--- config.mk ---
export PLATFORM = sky130hd
export DESIGN_NAME = arb2_ctrl
export DESIGN_NICKNAME = d
export VERILOG_FILES = /design/src/rtl/arb2_pkg.sv /design/src/rtl/arb2_hold_cnt.sv /design/src/rtl/arb2_ctrl.sv
export SDC_FILE = /design/constraint.sdc
export NUM_CORES = 1
export LEC_CHECK = 0
export ABC_AREA = 0
export CAP_MARGIN = 15
export CORE_MARGIN = 2
export CORE_UTILIZATION = 48
export DETAILED_ROUTE_END_ITERATION = 6
export PLACE_DENSITY_LB_ADDON = 0.2
export REMOVE_ABC_BUFFERS = 1
export SLEW_MARGIN = 20
export SYNTH_ARGS = -nofsm -noshare
export SYNTH_HDL_FRONTEND = slang
export SYNTH_SLANG_ARGS = --single-unit
--- constraint.sdc ---
create_clock -name clk -period 2.45 [get_ports clk]
set_clock_uncertainty 0.1 [all_clocks]
set_input_delay 0.49 -clock clk [delete_from_list [all_inputs] [get_ports clk]]
set_output_delay 0.49 -clock clk [all_outputs]
set_load 0.02 [all_outputs]
--- src/rtl/arb2_pkg.sv ---
// arb2_pkg: shared state encoding and hold-counter width for the two-way arbiter.
package arb2_pkg;
    typedef enum logic [1:0] {
        IDLE = 2'b00,
        GNT0 = 2'b01,
        GNT1 = 2'b10
    } state_t;
    localparam int HOLD_W = 8;
endpackage

--- src/rtl/arb2_hold_cnt.sv ---
// arb2_hold_cnt: saturating hold counter; clear, load-1, or count up to MAX_HOLD.
module arb2_hold_cnt import arb2_pkg::*; #(
    parameter int MAX_HOLD = 4
) (
    input  logic              clk,
    input  logic              rst,
    input  logic              clr_i,
    input  logic              ld_i,
    input  logic              inc_i,
    output logic [HOLD_W-1:0] cnt_o
);
    logic [HOLD_W-1:0] cnt_q, cnt_d;
    always_comb
        cnt_d = clr_i ? '0 :
                ld_i  ? HOLD_W'(1) :
                (inc_i && cnt_q < HOLD_W'(MAX_HOLD)) ? cnt_q + HOLD_W'(1) : cnt_q;
    always_ff @(posedge clk or posedge rst)
        if (rst) cnt_q <= '0;
        else     cnt_q <= cnt_d;
    assign cnt_o = cnt_q;
endmodule

--- src/rtl/arb2_ctrl.sv ---
// arb2_ctrl: two-requester arbiter with hold limit and forced hand-over.
// Define ARB2_RR_EN for round-robin tie-breaking; otherwise req[1] wins ties.
module arb2_ctrl import arb2_pkg::*; #(
    parameter int MAX_HOLD = 4
) (
    input  logic              clk,
    input  logic              rst,
    input  logic [1:0]        req,
    output logic [1:0]        gnt,
    output logic              gnt_id,
    output logic              gnt_valid,
    output logic [HOLD_W-1:0] hold_cnt
);
    state_t state_q, state_d;
    logic   x, at_max, tie_win;
    logic   cnt_clr, cnt_ld, cnt_inc;
    assign x      = (state_q == GNT1);
    assign at_max = (hold_cnt >= HOLD_W'(MAX_HOLD));
`ifdef ARB2_RR_EN
    logic ptr_q;
    assign tie_win = ~ptr_q;
    always_ff @(posedge clk or posedge rst)
        if (rst)         ptr_q <= 1'b0;
        else if (cnt_ld) ptr_q <= (state_d == GNT1);
`else
    assign tie_win = 1'b1;
`endif
    // Unknown encodings fall through to IDLE.
    always_comb begin
        state_d = IDLE;
        if (state_q == IDLE)
            state_d = (req == 2'b11) ? (tie_win ? GNT1 : GNT0) :
                      req[1] ? GNT1 : req[0] ? GNT0 : IDLE;
        else if (state_q == GNT0 || state_q == GNT1)
            state_d = (req[!x] && (!req[x] || at_max)) ? (x ? GNT0 : GNT1) :
                      req[x] ? state_q : IDLE;
    end
    // Counter action follows purely from the state transition.
    assign cnt_clr = (state_d == IDLE);
    assign cnt_ld  = (state_d != IDLE) && (state_d != state_q);
    assign cnt_inc = (state_d != IDLE) && (state_d == state_q);
    always_ff @(posedge clk or posedge rst)
        if (rst) begin
            state_q   <= IDLE;
            gnt       <= 2'b00;
            gnt_id    <= 1'b0;
            gnt_valid <= 1'b0;
        end else begin
            state_q   <= state_d;
            gnt       <= {state_d == GNT1, state_d == GNT0};
            gnt_id    <= (state_d == GNT1);
            gnt_valid <= (state_d != IDLE);
        end
    arb2_hold_cnt #(.MAX_HOLD(MAX_HOLD)) u_hold (
        .clk   (clk),
        .rst   (rst),
        .clr_i (cnt_clr),
        .ld_i  (cnt_ld),
        .inc_i (cnt_inc),
        .cnt_o (hold_cnt)
    );
endmodule

* Word level (Yosys, flattened, before mapping)
Index checks and enable logic that the tools add are counted.
** Operators by class
- Equality and inequality tests :: 7
- Add/sub/neg operators :: 1
- Order comparisons :: 4
- Muxes and demuxes :: 15
- Reduce and logical (&&, ||, !) cells :: 12
** Operators by type and width (count)
- $mux 8 :: 3
- $mux 2 :: 7
- $add 8x1->8 const B :: 1
- $ge 8x3->1 const B :: 1
- $lt 8x3->1 const B :: 1
- $eq 2x2->1 const B :: 3
- $mux 1 :: 5
- $eq 2x1->1 const B :: 2
- $logic_and 1x1->1 :: 4
- $logic_not 2->1 :: 2
- $lt 1x2->1 const B :: 2
- $reduce_bool 3->1 :: 1
- $eq 2x2->1 :: 1
- $logic_not 1->1 :: 2
- $logic_or 1x1->1 :: 2
- $ne 2x2->1 :: 1
- $reduce_bool 2->1 :: 1
** Storage, ports and cells
- Input bits :: 4
- Flip-flop bits (word level) :: 14
- Word-level logic and storage cells :: 44
- Output and inout port bits :: 12

* Depth between registers and ports, before layout
- Word-level depth :: 15
- Depth in mapped cells :: 7
- Gate-level depth less buffers :: 7

* Hierarchy
From an unflattened synthesis, not the netlist that was laid out.
** Unflattened totals
- Cells, all modules :: 80
- Area total of the unflattened synthesis :: 789.5 um2
** Modules (own cells, without submodules)
- arb2_ctrl :: seq. area each 125.1 um2, area each 441.7 um2, cells each 53, times used 1
- arb2_hold_cnt :: seq. area each 200.2 um2, area each 347.8 um2, cells each 27, times used 1

* Least setup slack after synthesis
Ideal clock, no wire load.
- Kind :: register -> register
- Start point :: register state_q[0]
- End point :: register u_hold.cnt_q[0] (netlist: u_hold.cnt_o[0])
- Path buffers :: 0
- Stages on the path, launching flop included :: 8
- Library setup time :: 101 ps
- Period minus slack after synthesis :: 2209 ps
- Data required time :: 2249 ps
- Arrival time :: 2008 ps
- Slack :: 241 ps
- Cell sequence :: dfrtp_1 -> inv_1 -> ha_1 -> nor4bb_1 -> a32oi_1 -> o31ai_1 -> nor2_1 -> nor4_1
** On the way
- Word-level cells in the longest chain between the ends :: 13
- Elaborated cells between the ends (all ways) :: 26
- Classes of those cells :: eq/ne (4); mux (11); reduce/logical (11)
** Ends and longest elaborated chain
- start: declaration :: line arb2_ctrl.sv:14 : state_t state_q, state_d;
- start signal: assignment :: line arb2_ctrl.sv:49 : state_q <= state_d;
- $eq 2x2->1 :: line arb2_ctrl.sv:17, arb2_ctrl.sv:34
- $mux 1 (not written as such) (2 in series) :: line arb2_ctrl.sv:35, arb2_ctrl.sv:36
- $logic_not 1->1 :: line arb2_ctrl.sv:35 : state_d = (req[!x] && (!req[x] || at_max)) ? (x ? GNT0 : GNT1) :
- $logic_or 1x1->1 :: line arb2_ctrl.sv:35
- $logic_and 1x1->1 :: line arb2_ctrl.sv:35
- $mux 2 :: line arb2_ctrl.sv:35
- $mux 2 :: line arb2_ctrl.sv:34 : else if (state_q == GNT0 || state_q == GNT1)
- $mux 2 (*) :: line arb2_ctrl.sv:31 : if (state_q == IDLE)
- net state_d[1] :: line arb2_ctrl.sv:14
- $ne 2x2->1 (tied with other cells) :: line arb2_ctrl.sv:40 : assign cnt_ld = (state_d != IDLE) && (state_d != state_q);
- $logic_and 1x1->1, on equally long branches :: line arb2_ctrl.sv:40, arb2_ctrl.sv:41
- $mux 8 or $logic_and 1x1->1 (tied branches) :: line arb2_hold_cnt.sv:15, arb2_hold_cnt.sv:16
- $mux 8 or $reduce_bool 3->1 (tied branches)
- end signal: assignment :: line arb2_hold_cnt.sv:19 : else cnt_q <= cnt_d;
- end: declaration :: line arb2_hold_cnt.sv:12 : logic [HOLD_W-1:0] cnt_q, cnt_d;
Mark *: on every way through the listed nets, which the timed path passes. The rest lies on a longest branch. The select of a mux whose other input is x is not followed.
A chain may end at the register's enable or synchronous reset.

* Final worst setup path
Ends and elaborated chain as after synthesis.

==> out/qor.yml <==
grt_start_max_net_pins: 14
cts_buffer_depth: 2
hp-class: "in2async"
vias: 604
multiInputGateArea_um2: 397
drive_gt1_share_pct: 16.8
nFillCells: 122
totalWireLength_mm: 1.50
dr.pass1.iters: 4
synthMuxAreaShare_pct: 2.64
relSlewSlack_pct: 66.9
root_buffer: "clkbuf_4"
ys_seq_elements: 13
dieArea_um2: 1910
wl_per_cell_um: 13.5
crit_required_ps: 2520
clk_latency_ps: 260
area_growth_pct: 31.6
max_freq_mhz: 442
grt-ovfl-total: 0
rows: 14
cts_buffers: 3
fin_cells: 111
synth-compound-area-share_pct: 13.6
dp_cells: 107
synthArstFlopShare_pct: 100
clk_pin_slew_ps: 80
p_leak_nw: 0.440
seq_area_um2: 328
antenna_cells: 0
final_core_utilization_pct: 66.9
synthAdderAreaFrac_pct: 6.61
ir_worst_vdd_mv: 0.799
place_congestion: 0.898
syn_avg_cell_area_um2: 10.5
status: "completed"
antenna_left: 0
grt_pass1_vias: 610
dieHeight_um: 43.7
arrival_ps: 2340
die_width_um: 43.7
yosysSeqAreaShare_pct: 43.0
boundaryPins: 16
crit_type: "reg2reg"
core_area_um2: 1490
ys_types: 30
setup.worst_path.end_class: "flip-flop"
tns_ps: 0
start_util_pct: 50.8
ctsHoldBuffers: 0
cts_max_level: 1
cts_sinks: 13
grt_usage_pct: 18.5
fin_nets: 104
yosysWarnings: 0
grt_pass1_wl_mm: 2.64
synthesis.instances: 72
syn_area_um2: 757
drt_iter0_drc: 7
synth-edff-count: 0
tritoncts: "done"
hold_slack_ps: 430
period_needed_ps: 2260
final-hold-violation-count: 0
yosys.area_share.xor_xnor_pct: 4.46
synthFlopType: "dfrtp_1"
start_kind: "flip-flop"
antenna_found_initial: 0
drc: 0
critical_path.max_fanout: 6
detailed_place_hpwl_mm: 1.16
postPlaceCellArea_um2: 961
via_per_inst: 5.44
worstMarginPinSlew_ps: 493
cap_violations: 0
setup_violations: 0
synth_top_family_by_area: "simple AND/OR/NAND/NOR gates"
powerDensity_nw_per_um2: 1100
port_buffers: 15
yosys.area_share.simple_pct: 24.3
fin_crit_sh_pct: 92.3
final_cell_area_um2: 996
rsz0062_at_grt: "false"
drv_slew: 0
## flip-flops by register name, summed over array words and instances (netlist names)
signal        cells
u_hold.cnt_o      8
gnt               2
state_q           2
gnt_valid         1
## final timing paths
kind	slack, ps	start	endpoint	cells past startpoint
worst max-delay path	190	state_q[0]	u_hold.cnt_o[0]	8
worst min-delay path	430	rst	gnt_valid	2
worst max register to register	190	state_q[0]	u_hold.cnt_o[0]	8
worst min register to register	500	u_hold.cnt_o[7]	u_hold.cnt_o[7]	1
max in group asynchronous	1470	rst	state_q[1]	2
min in group clk	500	u_hold.cnt_o[7]	u_hold.cnt_o[7]	1
## per-layer routing
layer / vias up / routed length (um) / part of all wire (%) / GRT usage [%]
met2: 9 / 748 / 50 / 28.2
met4: 0 / 9 / 0.60 / 7.27
met3: 2 / 46 / 3.1 / 2.50
li1: 307 / - / - / -
met1: 286 / 698 / 46 / 26.8
met5: - / 0 / 0 / 0
## placed cells by master (no fill, tap or decap), types with 2 or more instances in the layout
| master | n |
|---|---|
| clkdlybuf4s50_1 | 15 |
| dfrtp_1 | 11 |
| inv_1 | 8 |
| buf_4 | 6 |
| nor3b_1 | 5 |
| nor2_1 | 4 |
| a31oi_1 | 4 |
| nand2_1 | 4 |
| ha_1 | 4 |
| clkbuf_4 | 3 |
| nand3_1 | 2 |
| mux2i_1 | 2 |
| nor3_1 | 2 |
| nor2b_1 | 2 |
| xnor2_1 | 2 |
| nor4_1 | 2 |
| dfrtp_2 | 2 |
## through the flow
stage | power, mW | setup slack (ps)
finish | 1.09 | 188
CTS | 1.08 | 81.8
global placement | 0.946 | -19.3
detailed placement | 0.953 | 39.8
global route | 1.18 | 10.4
floorplan | 0.721 | 245
## timing repair
action | in CTS | in global routing
buffers inserted | 0 | 0
resized for setup | 0 | 3
endpoints found under the setup margin | 0 | 1
hold endpoints to repair | 0 | 0
## cells by family after synthesis
family	Yosys count
xor gates and xnor gates	3
and+or+nand+nor	28
DFF	13
adders and majority gates	4
AOI/OAI and AO/OA	12
buffers and inverters	10
muxes	2
## synthesized netlist by cell type, drive strengths merged, types with 2 or more instances
| cell type | n | share of area [%] |
|---|---|---|
| inv | 8 | 4.0 |
| nand2 | 4 | 2.0 |
| ha | 4 | 6.6 |
| nor3b | 5 | 5.0 |
| nor2b | 2 | 1.7 |
| a31oi | 4 | 3.3 |
| xnor2 | 3 | 4.5 |
| nor2 | 4 | 2.0 |
| nor4 | 4 | 5.3 |
| nand3 | 2 | 1.3 |
| o21ai | 2 | 1.3 |
| and4 | 2 | 2.5 |
| nor3 | 2 | 1.3 |
| dfrtp | 13 | 43 |
| mux2i | 2 | 2.6 |
## critical path, stage by stage (launching register included)
cell and delay [ps]:
dfrtp_2 420, inv_1 130, ha_1 330, nor4bb_1 290, a32oi_1 120, o31ai_1 250
buf_4 170, nor2_1 60, nor4_2 290
## where the power goes
group          total, mW  switching, mW  internal, mW  leakage [nW]
clock              0.127         0.0637        0.0629        0.0150
sequential         0.319         0.0482         0.271         0.170
combinational      0.646          0.349         0.296         0.255
## area by class of cell
class / count / area share, %
sequential: 13 / 32.9
inverter: 8 / 3.02
multi-input combinational: 49 / 39.8
clock buffer: 4 / 2.64
timing repair buffer: 21 / 19.6
tap: 16 / 2.01
No activity file was read; power rests on OpenSTA's default activity.
